File: src/rtl/decode_pkg.sv
// Shared constants for the decode stage: opcode values, instruction type
// encodings, bundle field widths and small classification helpers.
package decode_pkg;

  localparam int INSTR_W  = 32;
  localparam int OPCODE_W = 7;
  localparam int FUNCT3_W = 3;
  localparam int FUNCT7_W = 7;
  localparam int TYPE_W   = 3;

  localparam logic [OPCODE_W-1:0] OP_REG    = 7'b0110011;
  localparam logic [OPCODE_W-1:0] OP_LOAD   = 7'b0000011;
  localparam logic [OPCODE_W-1:0] OP_IMM    = 7'b0010011;
  localparam logic [OPCODE_W-1:0] OP_JALR   = 7'b1100111;
  localparam logic [OPCODE_W-1:0] OP_STORE  = 7'b0100011;
  localparam logic [OPCODE_W-1:0] OP_BRANCH = 7'b1100011;
  localparam logic [OPCODE_W-1:0] OP_LUI    = 7'b0110111;
  localparam logic [OPCODE_W-1:0] OP_AUIPC  = 7'b0010111;
  localparam logic [OPCODE_W-1:0] OP_JAL    = 7'b1101111;

  typedef enum logic [TYPE_W-1:0] {
    TYPE_R       = 3'd0,
    TYPE_I       = 3'd1,
    TYPE_S       = 3'd2,
    TYPE_B       = 3'd3,
    TYPE_U       = 3'd4,
    TYPE_J       = 3'd5,
    TYPE_ILLEGAL = 3'd7
  } instr_type_e;

  // Any opcode outside the RV32I base set, including compressed ones, is illegal.
  function automatic instr_type_e decode_type(input logic [OPCODE_W-1:0] opcode);
    instr_type_e t;
    case (opcode)
      OP_REG:                    t = TYPE_R;
      OP_LOAD, OP_IMM, OP_JALR:  t = TYPE_I;
      OP_STORE:                  t = TYPE_S;
      OP_BRANCH:                 t = TYPE_B;
      OP_LUI, OP_AUIPC:          t = TYPE_U;
      OP_JAL:                    t = TYPE_J;
      default:                   t = TYPE_ILLEGAL;
    endcase
    return t;
  endfunction

  function automatic logic uses_rs1(input instr_type_e t);
    return (t == TYPE_R) || (t == TYPE_I) || (t == TYPE_S) || (t == TYPE_B);
  endfunction

  function automatic logic uses_rs2(input instr_type_e t);
    return (t == TYPE_R) || (t == TYPE_S) || (t == TYPE_B);
  endfunction

  function automatic logic writes_rd(input instr_type_e t);
    return (t == TYPE_R) || (t == TYPE_I) || (t == TYPE_U) || (t == TYPE_J);
  endfunction

endpackage

File: src/rtl/imm_gen.sv
// Combinational RV32I immediate generator; the result is sign-extended to
// WORD_SIZE. Opcode bits are not needed, so only instr[31:7] is taken.
module imm_gen
  import decode_pkg::*;
#(
  parameter int WORD_SIZE = 32
) (
  input  logic [INSTR_W-1:7]   i_instr,
  input  instr_type_e          i_type,
  output logic [WORD_SIZE-1:0] o_imm
);

  logic [31:0] w_imm32;

  always_comb begin
    w_imm32 = '0;
    case (i_type)
      TYPE_I: w_imm32 = {{20{i_instr[31]}}, i_instr[31:20]};
      TYPE_S: w_imm32 = {{20{i_instr[31]}}, i_instr[31:25], i_instr[11:7]};
      TYPE_B: w_imm32 = {{19{i_instr[31]}}, i_instr[31], i_instr[7],
                         i_instr[30:25], i_instr[11:8], 1'b0};
      TYPE_U: w_imm32 = {i_instr[31:12], 12'b0};
      TYPE_J: w_imm32 = {{11{i_instr[31]}}, i_instr[31], i_instr[19:12],
                         i_instr[20], i_instr[30:21], 1'b0};
      default: w_imm32 = '0;
    endcase
  end

  assign o_imm = WORD_SIZE'($signed(w_imm32));

endmodule

File: src/rtl/decode_stage.sv
// RV32I decode stage: one registered output bundle with valid/ready handshake
// and a register scoreboard that stalls on read-after-write hazards.
module decode_stage
  import decode_pkg::*;
#(
  parameter int WORD_SIZE     = 32,
  parameter int REG_ADDR_W    = 5,
  parameter int SCOREBOARD_EN = 1
) (
  input  logic                  clock,
  input  logic                  reset,
  input  logic                  in_valid,
  output logic                  in_ready,
  input  logic [INSTR_W-1:0]    in_instr,
  input  logic [WORD_SIZE-1:0]  in_pc,
  input  logic                  wb_valid,
  input  logic [REG_ADDR_W-1:0] wb_addr,
  output logic                  out_valid,
  input  logic                  out_ready,
  output logic [WORD_SIZE-1:0]  out_pc,
  output logic [REG_ADDR_W-1:0] out_rs1,
  output logic [REG_ADDR_W-1:0] out_rs2,
  output logic [REG_ADDR_W-1:0] out_rd,
  output logic [WORD_SIZE-1:0]  out_imm,
  output logic [FUNCT3_W-1:0]   out_funct3,
  output logic [FUNCT7_W-1:0]   out_funct7,
  output logic [TYPE_W-1:0]     out_type,
  output logic                  out_we,
  output logic                  out_illegal
);

  localparam int NUM_REGS = 2 ** REG_ADDR_W;

  instr_type_e           w_type;
  logic [REG_ADDR_W-1:0] w_rs1;
  logic [REG_ADDR_W-1:0] w_rs2;
  logic [REG_ADDR_W-1:0] w_rd;
  logic [WORD_SIZE-1:0]  w_imm;
  logic                  w_we;
  logic                  w_rs1_busy;
  logic                  w_rs2_busy;
  logic                  w_hazard;
  logic                  w_accept;
  logic [NUM_REGS-1:0]   r_busy;

  assign w_type = decode_type(in_instr[OPCODE_W-1:0]);
  assign w_rs1  = REG_ADDR_W'(in_instr[19:15]);
  assign w_rs2  = REG_ADDR_W'(in_instr[24:20]);
  assign w_rd   = REG_ADDR_W'(in_instr[11:7]);
  assign w_we   = writes_rd(w_type) && (w_rd != '0);

  imm_gen #(
    .WORD_SIZE(WORD_SIZE)
  ) u_imm_gen (
    .i_instr(in_instr[INSTR_W-1:7]),
    .i_type (w_type),
    .o_imm  (w_imm)
  );

  // A writeback retiring in the same cycle already resolves the dependency.
  assign w_rs1_busy = (w_rs1 != '0) && r_busy[w_rs1] && !(wb_valid && (wb_addr == w_rs1));
  assign w_rs2_busy = (w_rs2 != '0) && r_busy[w_rs2] && !(wb_valid && (wb_addr == w_rs2));
  assign w_hazard   = (SCOREBOARD_EN != 0) &&
                      ((uses_rs1(w_type) && w_rs1_busy) || (uses_rs2(w_type) && w_rs2_busy));

  assign in_ready = !reset && (!out_valid || out_ready) && !w_hazard;
  assign w_accept = in_valid && in_ready;

  // Setting a busy bit takes priority over a same-cycle writeback clear.
  always_ff @(posedge clock or posedge reset) begin
    if (reset) begin
      r_busy <= '0;
    end else begin
      for (int i = 1; i < NUM_REGS; i++) begin
        if (w_accept && w_we && (w_rd == REG_ADDR_W'(i))) begin
          r_busy[i] <= 1'b1;
        end else if (wb_valid && (wb_addr == REG_ADDR_W'(i))) begin
          r_busy[i] <= 1'b0;
        end
      end
    end
  end

  always_ff @(posedge clock or posedge reset) begin
    if (reset) begin
      out_valid   <= 1'b0;
      out_pc      <= '0;
      out_rs1     <= '0;
      out_rs2     <= '0;
      out_rd      <= '0;
      out_imm     <= '0;
      out_funct3  <= '0;
      out_funct7  <= '0;
      out_type    <= '0;
      out_we      <= 1'b0;
      out_illegal <= 1'b0;
    end else if (w_accept) begin
      out_valid   <= 1'b1;
      out_pc      <= in_pc;
      out_rs1     <= w_rs1;
      out_rs2     <= w_rs2;
      out_rd      <= w_rd;
      out_imm     <= w_imm;
      out_funct3  <= in_instr[14:12];
      out_funct7  <= in_instr[31:25];
      out_type    <= w_type;
      out_we      <= w_we;
      out_illegal <= (w_type == TYPE_ILLEGAL);
    end else if (out_ready) begin
      out_valid <= 1'b0;
    end
  end

endmodule

File: config.mk
export PLATFORM = sky130hd
export DESIGN_NAME = decode_stage
export DESIGN_NICKNAME = d
export VERILOG_FILES = /design/src/rtl/decode_pkg.sv /design/src/rtl/imm_gen.sv /design/src/rtl/decode_stage.sv
export SDC_FILE = /design/constraint.sdc
export NUM_CORES = 1
export LEC_CHECK = 0
export BUFFER_PORTS_ARGS = -buffer_cell sky130_fd_sc_hd__buf_4
export CORE_MARGIN = 4
export CORE_UTILIZATION = 53
export CTS_CLUSTER_DIAMETER = 60
export DETAILED_ROUTE_END_ITERATION = 10
export PLACE_DENSITY = 0.84
export SLEW_MARGIN = 20
export SYNTH_ARGS = -nofsm -noshare
export SYNTH_HDL_FRONTEND = slang
export SYNTH_HIERARCHICAL = 1
export SYNTH_SLANG_ARGS = --single-unit
File: constraint.sdc
create_clock -name clock -period 4.5 [get_ports clock]
set_input_delay 0.225 -clock clock [delete_from_list [all_inputs] [get_ports clock]]
set_output_delay 0.225 -clock clock [all_outputs]
set_load 0.1 [all_outputs]
==> metrics.csv <==
metric,value,unit
p_per_area,524,nW/µm²
hp-class,in2async,
path_clk_slew,0.06,ns
final-max-slew-violation-count,0,
clock_skew,0.00530,ns
num_antenna_cells,0,
syn_nets,572,
die_h,117,µm
rsz0062_at_grt,no,
cap_violations,0,
areaGrowthSynthToFinish,32.0,%
fin_area,8330,µm²
hold_buffers,0,
worst_pin_slew,0.891,ns
ant_nets,0,
layout-drive-gt1-share,51.3,%
endpoint_kind,register,
grt_overflow,0,
firstDrtPassIters,7,
route.detailed.drc,0,
min_period_over_period,71.4,%
hold_viol_final,0,
cts_setup_buffers,0,
avgSynthCellArea,12.7,µm²
period_needed,3.21,ns
gp_congestion,1.04,
startpoint_type,register,
clk_path_buf_depth,2,
syn-cell-area,6310,µm²
leakage,3.96,nW
grt_max_degree,75,
boundaryPins,170,
utilization,72.3,%
finalWirelength,17200,µm
worstPathMaxFanout,37,
wire_per_inst,21.1,µm
clock_latency,0.42,ns
place_hpwl,11800,µm
root_buffer,clkbuf_16,
placed_cell_area,7640,µm²
setup-tns-final,0,ns
cts_buffers,17,
cts.repair.resized,0,
tritoncts,built,
fmax,311,MHz
max-vdd-ir-drop,317,µV
synth_seq_cells,126,
grt_usage,25.2,%
fillers,784,
status,completed,
start_util,54.8,%
cp.arrival,3.49,ns
final_nets,732,
grt_pass1_wl,26500,µm
die_x,117,µm
die_area,13700,µm²
grt_pass1_vias,5062,
required,4.78,ns
synthCells,498,
ys.warnings.count,8,
vias,4995,
criticalPathCategory,reg2reg,
avgViaCountPerCell,6.14,
h-tree-depth,4,
relSlewSlack,40.6,%
antenna_found_initial,0,
setup_viol,0,
ys_seq_area_share,50.0,%
num_rows,39,
core_area,11500,µm²
portBuffers,169,
synth_cell_types,56,
drt_iter0_markers,570,
cts_sinks,126,
[path summary, 6_finish.rpt]
path,startpoint,end,slack (ns),cells past startpoint
min in group clock,in_pc[0],out_pc[0]$_DFFE_PP0P_,0.04,2
worst min register to register,out_pc[11]$_DFFE_PP0P_,out_pc[11]$_DFFE_PP0P_,0.50,1
worst min-delay path,reset,out_rs1[1]$_DFFE_PP0P_,0.006,2
max in group asynchronous,reset,out_rd[1]$_DFFE_PP0P_,3.28,3
worst max-delay path,r_busy[3]$_DFFE_PP0P_,r_busy[15]$_DFFE_PP0P_,1.29,7
worst max register to register,r_busy[3]$_DFFE_PP0P_,r_busy[15]$_DFFE_PP0P_,1.29,7
[metrics by stage]
step           power (mW)  cells  hold slack [ns]  setup WS (ns)
2_1_floorplan        2.45    498            0.376          0.919
3_3_place_gp         2.77    782            0.457           1.38
3_5_place_dp         2.80    782            0.462           1.19
4_1_cts              4.38    814           0.0264           1.35
5_1_grt              4.49    814           0.0233           1.10
6_report             4.36    814          0.00648           1.29
[metal layers]
metal  up-vias  share of wire, %  GRT usage [%]
li1       2176                 -              -
met1      2500                39           32.0
met2       274                50           40.7
met3        45               8.3           6.32
met4         0               2.6           11.7
met5         -                 0              0
[report_power, final]
group	switching [mW]	total, mW	leakage (nW)	internal (mW)
combinational	1.12	1.45	2.04	0.331
sequential	0.0707	1.33	1.61	1.26
clock	0.518	1.59	0.322	1.07
[flip-flops by register name, summed over array words and instances (netlist names)]
signal,cells
out_rd,5
out_valid,1
r_busy,31
out_we,1
out_funct7,7
out_rs2,5
out_type,3
out_pc,32
out_funct3,3
out_rs1,5
out_illegal,1
out_imm,32
[cells in the mapped netlist (all sizes together)]
cell type	count	area share [%]
xor2	8	1.1
clkbuf	11	0.65
a21o	8	0.95
a21oi	2	0.16
mux2	97	17
inv	3	0.18
or2	2	0.20
nor3	1	0.079
a31o	1	0.14
and3b	2	0.28
dfrtp	126	50
nand2b	8	0.79
nor2b	13	1.4
or3b	2	0.28
and3	3	0.30
nand2	27	1.6
a31oi	2	0.20
mux2i	11	1.7
nand4b	1	0.14
o21a	1	0.12
buf	23	2.4
a311oi	1	0.14
o21ai	46	3.6
o211ai	2	0.32
nor4	3	0.30
o22a	1	0.14
o31ai	2	0.32
nor3b	1	0.20
o22ai	1	0.099
and2	6	0.60
or3	2	0.20
nor4b	1	0.14
nor2	15	0.89
o32ai	1	0.14
nand4	2	0.30
nand3	7	0.56
and2b	1	0.12
a22o	5	0.69
mux4	10	3.6
a221oi	1	0.14
xnor2	2	0.28
a2111oi	1	0.14
o221ai	1	0.14
o41ai	31	6.6
nand3b	3	0.36
[logic make-up (layout without fill, tap and decap cells)]
family | after synthesis | in the layout | synth area share (%)
buffers and inverters | 37 | 210 | 3.19
XOR/XNOR | 10 | 10 | 1.39
flip-flops | 126 | 126 | 50.0
multiplexers | 118 | 118 | 22.6
AND/OR/NAND/NOR | 100 | 100 | 8.77
AO/OA/AOI/OAI | 107 | 107 | 14.0
[cells in the final DEF (no fill, tap or decap), types with 10 or more instances in the layout]
| master | count |
|---|---|
| buf_4 | 174 |
| dfrtp_1 | 126 |
| mux2_2 | 97 |
| o21ai_0 | 43 |
| nand2_1 | 27 |
| o41ai_2 | 19 |
| clkbuf_16 | 17 |
| nor2_1 | 15 |
| o41ai_1 | 12 |
| mux2i_1 | 11 |
| nor2b_1 | 11 |
| mux4_2 | 10 |
[final cells by class]
class / count / area (µm²) / area share (%)
timing repair buffer: 175 / 1330 / 15.9
sequential: 126 / 3150 / 37.9
clock inverter: 13 / 233 / 2.80
multi-input combinational: 335 / 2970 / 35.6
tap: 143 / 179 / 2.15
clock buffer: 19 / 453 / 5.44
inverter: 3 / 13.8 / 0.165
[critical path: stages (launching register included)]
cell and delay (ns):
dfrtp_1 0.41, mux2_2 0.27, a221oi_1 0.33, o32ai_1 0.17, o31ai_2 0.34, nand4_4 0.63
buf_12 0.43, o41ai_1 0.45
Note: power is estimated with default switching activity, not from simulation.
